`src/rtl/palette_ram_writer_if.sv`:
```
// CPU-side register port and renderer read port of the palette RAM writer.
// The master side drives the CPU strobes and the renderer read index.
// The slave side is the writer itself.
interface palette_ram_writer_if;
    logic        cpu_we;
    logic        cpu_reg;
    logic [7:0]  cpu_din;
    logic        inc32;
    logic        status_rd;
    logic [4:0]  rd_addr;
    logic [5:0]  rd_dout;
    logic [13:0] vaddr;
    logic        pal_wr_ack;
    logic        ext_wr;
    logic        ready;

    modport master (
        output cpu_we, cpu_reg, cpu_din, inc32, status_rd, rd_addr,
        input  rd_dout, vaddr, pal_wr_ack, ext_wr, ready
    );

    modport slave (
        input  cpu_we, cpu_reg, cpu_din, inc32, status_rd, rd_addr,
        output rd_dout, vaddr, pal_wr_ack, ext_wr, ready
    );
endinterface

```
`src/rtl/palette_ram_writer.sv`:
```
// Palette RAM writer: PPUADDR/PPUDATA style register pair feeding a
// 32 x 6-bit palette with the hardware mirroring of the four backdrop
// entries (0x10/0x14/0x18/0x1C fold onto 0x00/0x04/0x08/0x0C).
// After reset the palette is filled with 6'h0F over 32 cycles before
// CPU accesses are honoured.
module palette_ram_writer (
    input  logic                 clk,
    input  logic                 rst,
    palette_ram_writer_if.slave  bus
);
    typedef enum logic {CLEAR, IDLE} state_t;

    state_t      r_state;
    state_t      w_state_nxt;
    logic [4:0]  r_clr_cnt;
    logic [5:0]  r_pal [32];
    logic [13:0] r_vaddr;
    logic [5:0]  r_tmp_hi;
    logic        r_w;
    logic        r_pal_ack;
    logic        r_ext_wr;

    logic        w_idle;
    logic        w_addr_wr;
    logic        w_data_wr;
    logic        w_pal_hit;
    logic [13:0] w_step;

    // Backdrop mirroring: entries with index[1:0]==0 share the lower half.
    function automatic logic [4:0] f_mirror(input logic [4:0] i);
        return (i[1:0] == 2'b00) ? {1'b0, i[3:0]} : i;
    endfunction

    assign w_idle    = (r_state == IDLE);
    assign w_addr_wr = w_idle && bus.cpu_we && !bus.cpu_reg;
    assign w_data_wr = w_idle && bus.cpu_we &&  bus.cpu_reg;
    assign w_pal_hit = (r_vaddr[13:8] == 6'h3F);
    assign w_step    = bus.inc32 ? 14'd32 : 14'd1;

    // State register.
    always_ff @(posedge clk or posedge rst) begin
        if (rst) r_state <= CLEAR;
        else     r_state <= w_state_nxt;
    end

    // Next state: leave CLEAR on the edge that writes the last entry.
    always_comb begin
        w_state_nxt = r_state;
        case (r_state)
            CLEAR:   if (r_clr_cnt == 5'd31) w_state_nxt = IDLE;
            IDLE:    w_state_nxt = IDLE;
            default: w_state_nxt = CLEAR;
        endcase
    end

    // Clear counter; it wraps back to 0 as the FSM reaches IDLE.
    always_ff @(posedge clk or posedge rst) begin
        if (rst)                  r_clr_cnt <= 5'd0;
        else if (r_state == CLEAR) r_clr_cnt <= r_clr_cnt + 5'd1;
    end

    // Palette storage: clear fill, then CPU data writes into palette space.
    // Contents are left unreset; the clear pass defines them.
    always_ff @(posedge clk) begin
        if (r_state == CLEAR)
            r_pal[r_clr_cnt] <= 6'h0F;
        else if (w_data_wr && w_pal_hit)
            r_pal[f_mirror(r_vaddr[4:0])] <= bus.cpu_din[5:0];
    end

    // Address register, write toggle and write pulses. The toggle is
    // decoded before the status-read clear so a same-cycle write sees
    // the old value, and the clear still wins for the final state.
    always_ff @(posedge clk or posedge rst) begin
        if (rst) begin
            r_vaddr   <= 14'd0;
            r_tmp_hi  <= 6'd0;
            r_w       <= 1'b0;
            r_pal_ack <= 1'b0;
            r_ext_wr  <= 1'b0;
        end else begin
            r_pal_ack <= w_data_wr &&  w_pal_hit;
            r_ext_wr  <= w_data_wr && !w_pal_hit;
            if (w_addr_wr) begin
                if (!r_w) begin
                    r_tmp_hi <= bus.cpu_din[5:0];
                    r_w      <= 1'b1;
                end else begin
                    r_vaddr  <= {r_tmp_hi, bus.cpu_din};
                    r_w      <= 1'b0;
                end
            end
            if (w_data_wr)
                r_vaddr <= r_vaddr + w_step;
            if (w_idle && bus.status_rd)
                r_w <= 1'b0;
        end
    end

    assign bus.rd_dout    = r_pal[f_mirror(bus.rd_addr)];
    assign bus.vaddr      = r_vaddr;
    assign bus.pal_wr_ack = r_pal_ack;
    assign bus.ext_wr     = r_ext_wr;
    assign bus.ready      = w_idle;
endmodule

```
`src/flat_wrapper.sv`:
```
// flat-port wrapper written by rule: the top's interface ports become plain ports
module palette_ram_writer_flat 
  (clk, rst, bus_cpu_we, bus_cpu_reg, bus_cpu_din, bus_inc32, bus_status_rd, bus_rd_addr, bus_rd_dout, bus_vaddr, bus_pal_wr_ack, bus_ext_wr, bus_ready);
  palette_ram_writer_if bus_i ();
  input  logic clk;
  input  logic rst;
  input wire logic [$bits(bus_i.cpu_we)-1:0] bus_cpu_we;
  input wire logic [$bits(bus_i.cpu_reg)-1:0] bus_cpu_reg;
  input wire logic [$bits(bus_i.cpu_din)-1:0] bus_cpu_din;
  input wire logic [$bits(bus_i.inc32)-1:0] bus_inc32;
  input wire logic [$bits(bus_i.status_rd)-1:0] bus_status_rd;
  input wire logic [$bits(bus_i.rd_addr)-1:0] bus_rd_addr;
  output wire logic [$bits(bus_i.rd_dout)-1:0] bus_rd_dout;
  output wire logic [$bits(bus_i.vaddr)-1:0] bus_vaddr;
  output wire logic [$bits(bus_i.pal_wr_ack)-1:0] bus_pal_wr_ack;
  output wire logic [$bits(bus_i.ext_wr)-1:0] bus_ext_wr;
  output wire logic [$bits(bus_i.ready)-1:0] bus_ready;
  assign bus_i.cpu_we = bus_cpu_we;
  assign bus_i.cpu_reg = bus_cpu_reg;
  assign bus_i.cpu_din = bus_cpu_din;
  assign bus_i.inc32 = bus_inc32;
  assign bus_i.status_rd = bus_status_rd;
  assign bus_i.rd_addr = bus_rd_addr;
  assign bus_rd_dout = bus_i.rd_dout;
  assign bus_vaddr = bus_i.vaddr;
  assign bus_pal_wr_ack = bus_i.pal_wr_ack;
  assign bus_ext_wr = bus_i.ext_wr;
  assign bus_ready = bus_i.ready;
  palette_ram_writer u_core (.clk(clk), .rst(rst), .bus(bus_i));
endmodule
```
`config.mk`:
```
export PLATFORM = sky130hd
export DESIGN_NAME = palette_ram_writer_flat
export DESIGN_NICKNAME = d
export VERILOG_FILES = /design/src/rtl/palette_ram_writer_if.sv /design/src/rtl/palette_ram_writer.sv /design/src/flat_wrapper.sv
export SDC_FILE = /design/constraint.sdc
export NUM_CORES = 1
export LEC_CHECK = 0
export CAP_MARGIN = 20
export CORE_ASPECT_RATIO = 0.8
export CORE_UTILIZATION = 60
export CTS_CLUSTER_DIAMETER = 80
export CTS_CLUSTER_SIZE = 24
export DETAILED_ROUTE_END_ITERATION = 16
export GPL_TIMING_DRIVEN = 0
export HOLD_SLACK_MARGIN = 0.1
export PLACE_DENSITY = 0.75
export SETUP_SLACK_MARGIN = 0.05
export SKIP_LAST_GASP = 1
export SYNTH_ARGS = -nofsm -noshare
export SYNTH_HDL_FRONTEND = slang
export SYNTH_SLANG_ARGS = --single-unit
export TNS_END_PERCENT = 1
```
`constraint.sdc`:
```
create_clock -name clk -period 3.35 [get_ports clk]
set_input_delay 1.005 -clock clk [delete_from_list [all_inputs] [get_ports clk]]
set_output_delay 1.005 -clock clk [all_outputs]
set_load 0.01 [all_outputs]
```
# After elaboration in Yosys (flattened, before gate mapping)
# Memory sizes are Yosys's and may differ from the RTL's.
# Cells that the tools add are included.
# classes
n_addsub	2
multipliers	0
n_div	0
order_cmp	0
n_eq_ne	2
n_shift	0
n_mux	18
bitwise_logic	2
reduce_logical	16
# op_table
cell	count
2-to-1 mux 14 bit	3
2-to-1 mux 5 bit	3
adder 14 bit	1
2-to-1 mux 6 bit	2
2-to-1 mux 1 bit	9
equality test 6 bit (second input constant)	1
logical AND 1 bit	6
nonzero test 2 bit	3
OR reduction 6 bit	1
adder 5 x 1 -> 5 bit (second input constant)	1
equality test 5 bit (second input constant)	1
zero test 2 bit	2
AND reduction 2 bit	2
zero test 1 bit	2
inverter 1 bit	2
one-hot mux 1 bit (2 select lines)	1
# word_totals
register_bits	29
latch_bits	0
ram_bits	192
mem_bits_ro	0
inputBits	19
output_inout_bits	23
word_cells	48
memories	1
# mem_list
name	words	word_bits	read_ports	rd_clocked_by_memory_dff	write_ports	line	rtl
u_core.r_pal	32	6	1	0	1	palette_ram_writer.sv:16	logic [5:0] r_pal [32];

# Depth between registers and ports, before layout
# depth
word_depth	8
depth_mapped	8
ltp_nobuf	7

# Least setup slack after synthesis
# OpenSTA, ideal clock, no wires.
# synth_timing
path_kind	input -> output
from	in bus_rd_addr[2]
to	out bus_rd_dout[0]
t_arrival_ns	2.225
t_required_ns	2.345
path_slack_ns	0.120
path_stages	7
path_buffers	3
path_cell_list	clkbuf_2 buf_4 buf_4 mux2i_1 a22oi_1 a21oi_1 nor4_1
# synth_via
elab_chain_cells	2
# synth_lines
item	line	rtl
start: declaration	flat_wrapper.sv:12	input wire logic [$bits(bus_i.rd_addr)-1:0] bus_rd_addr;
2-to-1 mux 5 bit	palette_ram_writer.sv:31	return (i[1:0] == 2'b00) ? {1'b0, i[3:0]} : i;
memory (32 x 6 bit)	n/a	
end: declaration	flat_wrapper.sv:13	output wire logic [$bits(bus_i.rd_dout)-1:0] bus_rd_dout;
# Every way passes these cells.

# Worst setup path after layout
# layout_timing
from	in bus_rd_addr[4]
to	out bus_rd_dout[4]
# The elaborated chain is that of the path after synthesis.

==> out/qor.csv <==
metric;value;unit
rows;38;
maxCapViolCount;0;
dp_hpwl;14700;µm
worstPathArrival;2.56;ns
grt_max_degree;29;
crit_type;input pin to primary output;
min_period;3.57;ns
synth_seq_cells;197;
slew_violations;0;
power_leakage;3.54;nW
grt_pass1_wl;32600;µm
fp.dieW;136;µm
cts-root-buf;clkbuf_16;
synth-compound-area-share;0.0943;
synth_top_area_cell;edfxtp_1;
start_kind;input pin;
critPathRequiredTime;2.34;ns
tritoncts;yes;
crit_chain;clkdlybuf4s50_1 -> o21ai_2 -> nand2b_1 -> buf_12 -> a21oi_2 -> nor4_2 -> buf_2;
synth_cell_types;51;
drc;0;
async_reset_ff_frac;0.147;
globalRouteTotalUtil;0.313;
h-tree-depth;4;
cts.sinks;197;
start_util;0.627;
crit_buf_inv;3;
final_cell_count_no_fill;894;
clkSlewWorstSetupHoldPaths;0.07;ns
clk_latency;0.43;ns
synth_top_family_by_area;multiplexers;
ant_nets;0;
ir_drop;0.419;mV
nets;725;
fp.dieH;109;µm
yosys.area_share.adder;0.00724;
timing.final.crit_share;1.06;
cpMaxStageDelayCell;clkdlybuf4s50_1;
finalHoldViolCount;0;
syn-cell-area;0.00864;mm²
drt_iter0_drc;732;
vias;5809;
drt-total-wl;22500;µm
violations;setup timing;
hp-class;flop to flop;
worst_slew_pin_slew;1.01;ns
synth-simple-area-share;0.0905;
end_kind;primary output;
gp_congestion;0.974;
syn_avg_cell_area;13.9;µm²
nFillCells;838;
postLayoutCoreUtil;0.760;
core-area;0.0138;mm²
status;complete, but fails checks;
ys.warnings.count;0;
gr-total-overflow;0;
grt_pass1_vias;5408;
cp_max_fo;6;
antenna_found_initial;0;
cpPeakStageDelay;0.55;ns
p_per_area;530;mW/mm²
ys_top_cells_by_area;edfxtp_1 (58%), mux2i_1 (9.8%), dfrtp_1 (8.4%);
path_delay_family;buffers and inverters;
fin_ws;-0.216;ns
synth_edf_count;168;
die-area;0.0149;mm²
syn_inst;623;
fin_total_pwr;5.55;mW
finalSetupViolCount;6;
drive_gt1_frac;0.216;
synth_ff_type;edfxtp_1;
numCtsBuffers;17;
finClkSkew;0.00727;ns
synth_mux_area_frac;0.109;
rsz0062_at_grt;yes;
syn_nets;647;
io_buffers;39;
avgViaCountPerCell;6.50;
io_pins;42;
synthToLayoutAreaGrowth;21.3;%
maxSlewHeadroom;0.324;
dr.pass1.iters;6;
synth_seq_area_share;0.668;
fmax;0.280;GHz
antenna_cells;0;
synthXorXnorAreaFrac;0.00405;
placed_cells;846;
synth_top_area_frac;0.584;
clockBufferDepth;2;
drt-wirelength-per-cell;25.2;µm
path summary, 6_finish.rpt:
path / endpoint / cells after the start / slack [ns] / from
setup / recovery: bus_rd_dout[4] / 7 / -0.22 / bus_rd_addr[4]
hold / removal: u_core.r_tmp_hi[0] / 1 / 0.52 / u_core.r_tmp_hi[0]
setup reg to reg: u_core.r_pal[19][4] / 6 / 0.78 / u_core.bus.vaddr[8]
hold reg to reg: u_core.r_tmp_hi[0] / 1 / 0.52 / u_core.r_tmp_hi[0]
max in group asynchronous: u_core.bus.vaddr[10] / 3 / 1.85 / rst
min in group asynchronous: u_core.bus.vaddr[0] / 2 / 0.98 / rst
routing by layer:
metal,routed length (µm),up-vias,track usage,share of wire
li1,-,2550,-,-
met1,9520,2942,0.460,0.42
met2,10400,282,0.463,0.46
met3,2200,35,0.0664,0.098
met4,397,0,0.116,0.018
met5,0,-,0,0
final cells by class:
class / instances / area [µm²] / share of cell area
well taps: 180 / 225 / 0.0215
clock inverters: 12 / 145 / 0.0139
flip-flops and latches: 197 / 5770 / 0.551
repair buffers: 61 / 668 / 0.0638
inverters: 11 / 43.8 / 0.00418
clock buffers: 20 / 447 / 0.0426
plain buffers: 33 / 332 / 0.0316
multi-input cells: 380 / 2850 / 0.272
cells in the final DEF (no fill, tap or decap), drive strengths merged, types with 6 or more instances in the layout:
| cell type | Yosys | final |
|---|---|---|
| a31oi | 16 | 16 |
| nor3 | 16 | 16 |
| clkdlybuf4s50 | 0 | 31 |
| mux2 | 8 | 8 |
| inv | 11 | 15 |
| nor2b | 6 | 6 |
| nor2 | 45 | 45 |
| nand2 | 34 | 34 |
| clkbuf | 16 | 36 |
| mux2i | 85 | 85 |
| dfrtp | 29 | 29 |
| buf | 19 | 47 |
| o22ai | 6 | 6 |
| edfxtp | 168 | 168 |
| o21ai | 15 | 15 |
| a21oi | 37 | 37 |
| nand2b | 9 | 9 |
| nor4 | 7 | 7 |
| nand3 | 13 | 13 |
| and3 | 11 | 11 |
| a22oi | 36 | 36 |
cells by family after synthesis:
logic type | after synthesis
adder cells (fa/ha/maj) | 5
AND/OR/NAND/NOR | 156
buffers and inverters | 46
multiplexers | 93
XOR/XNOR | 4
AO/OA/AOI/OAI | 122
flip-flops | 197
power by group:
part / switching, mW / internal, mW / leakage (nW)
Combinational: 0.393 / 0.312 / 1.60
Clock: 0.924 / 1.14 / 0.281
Sequential: 0.0743 / 2.71 / 1.65
registers in the layout, summed over array words and instances, names as in the netlist:
register               cells
u_core.bus.ext_wr          1
u_core.bus.pal_wr_ack      1
u_core.bus.ready           1
u_core.bus.vaddr          14
u_core.r_clr_cnt           5
u_core.r_pal             168
u_core.r_tmp_hi            6
u_core.r_w                 1
metrics by stage:
stage | worst slack, ns | cell area, µm² | setup TNS [ns] | hold WS, ns
4_1_cts | -0.125 | 10300 | -0.635 | 0.523
6_report | -0.216 | 10500 | -1.03 | 0.522
5_1_grt | -0.253 | 10500 | -1.88 | 0.551
2_1_floorplan | 0.120 | 8640 | 0 | 0.481
3_5_place_dp | -1.37 | 9350 | -64.03 | 0.506
3_3_place_gp | -1.34 | 9260 | -73.19 | 0.498
synthesized netlist by cell type, types with 9 or more instances:
| library cell | n |
|---|---|
| nor3_1 | 14 |
| o21ai_0 | 14 |
| mux2i_1 | 85 |
| inv_1 | 10 |
| nand2b_1 | 9 |
| a31oi_1 | 12 |
| a22oi_1 | 36 |
| nand2_1 | 34 |
| clkbuf_1 | 15 |
| buf_4 | 12 |
| dfrtp_1 | 29 |
| nor2_1 | 45 |
| nand3_1 | 12 |
| and3_1 | 11 |
| edfxtp_1 | 168 |
| a21oi_1 | 37 |
timing repair:
| action | 4_1_cts | 5_1_grt |
|---|---|---|
| gates resized for setup | 109 | 29 |
| gates cloned | 1 | 2 |
| setup buffers | 9 | 5 |
| endpoints found under the setup margin | 6 | 88 |
| endpoints found under the hold margin | 0 | 0 |
| pin swaps | 20 | 14 |
| hold buffers | 0 | 0 |
No activity file was read; power rests on OpenSTA's default activity.
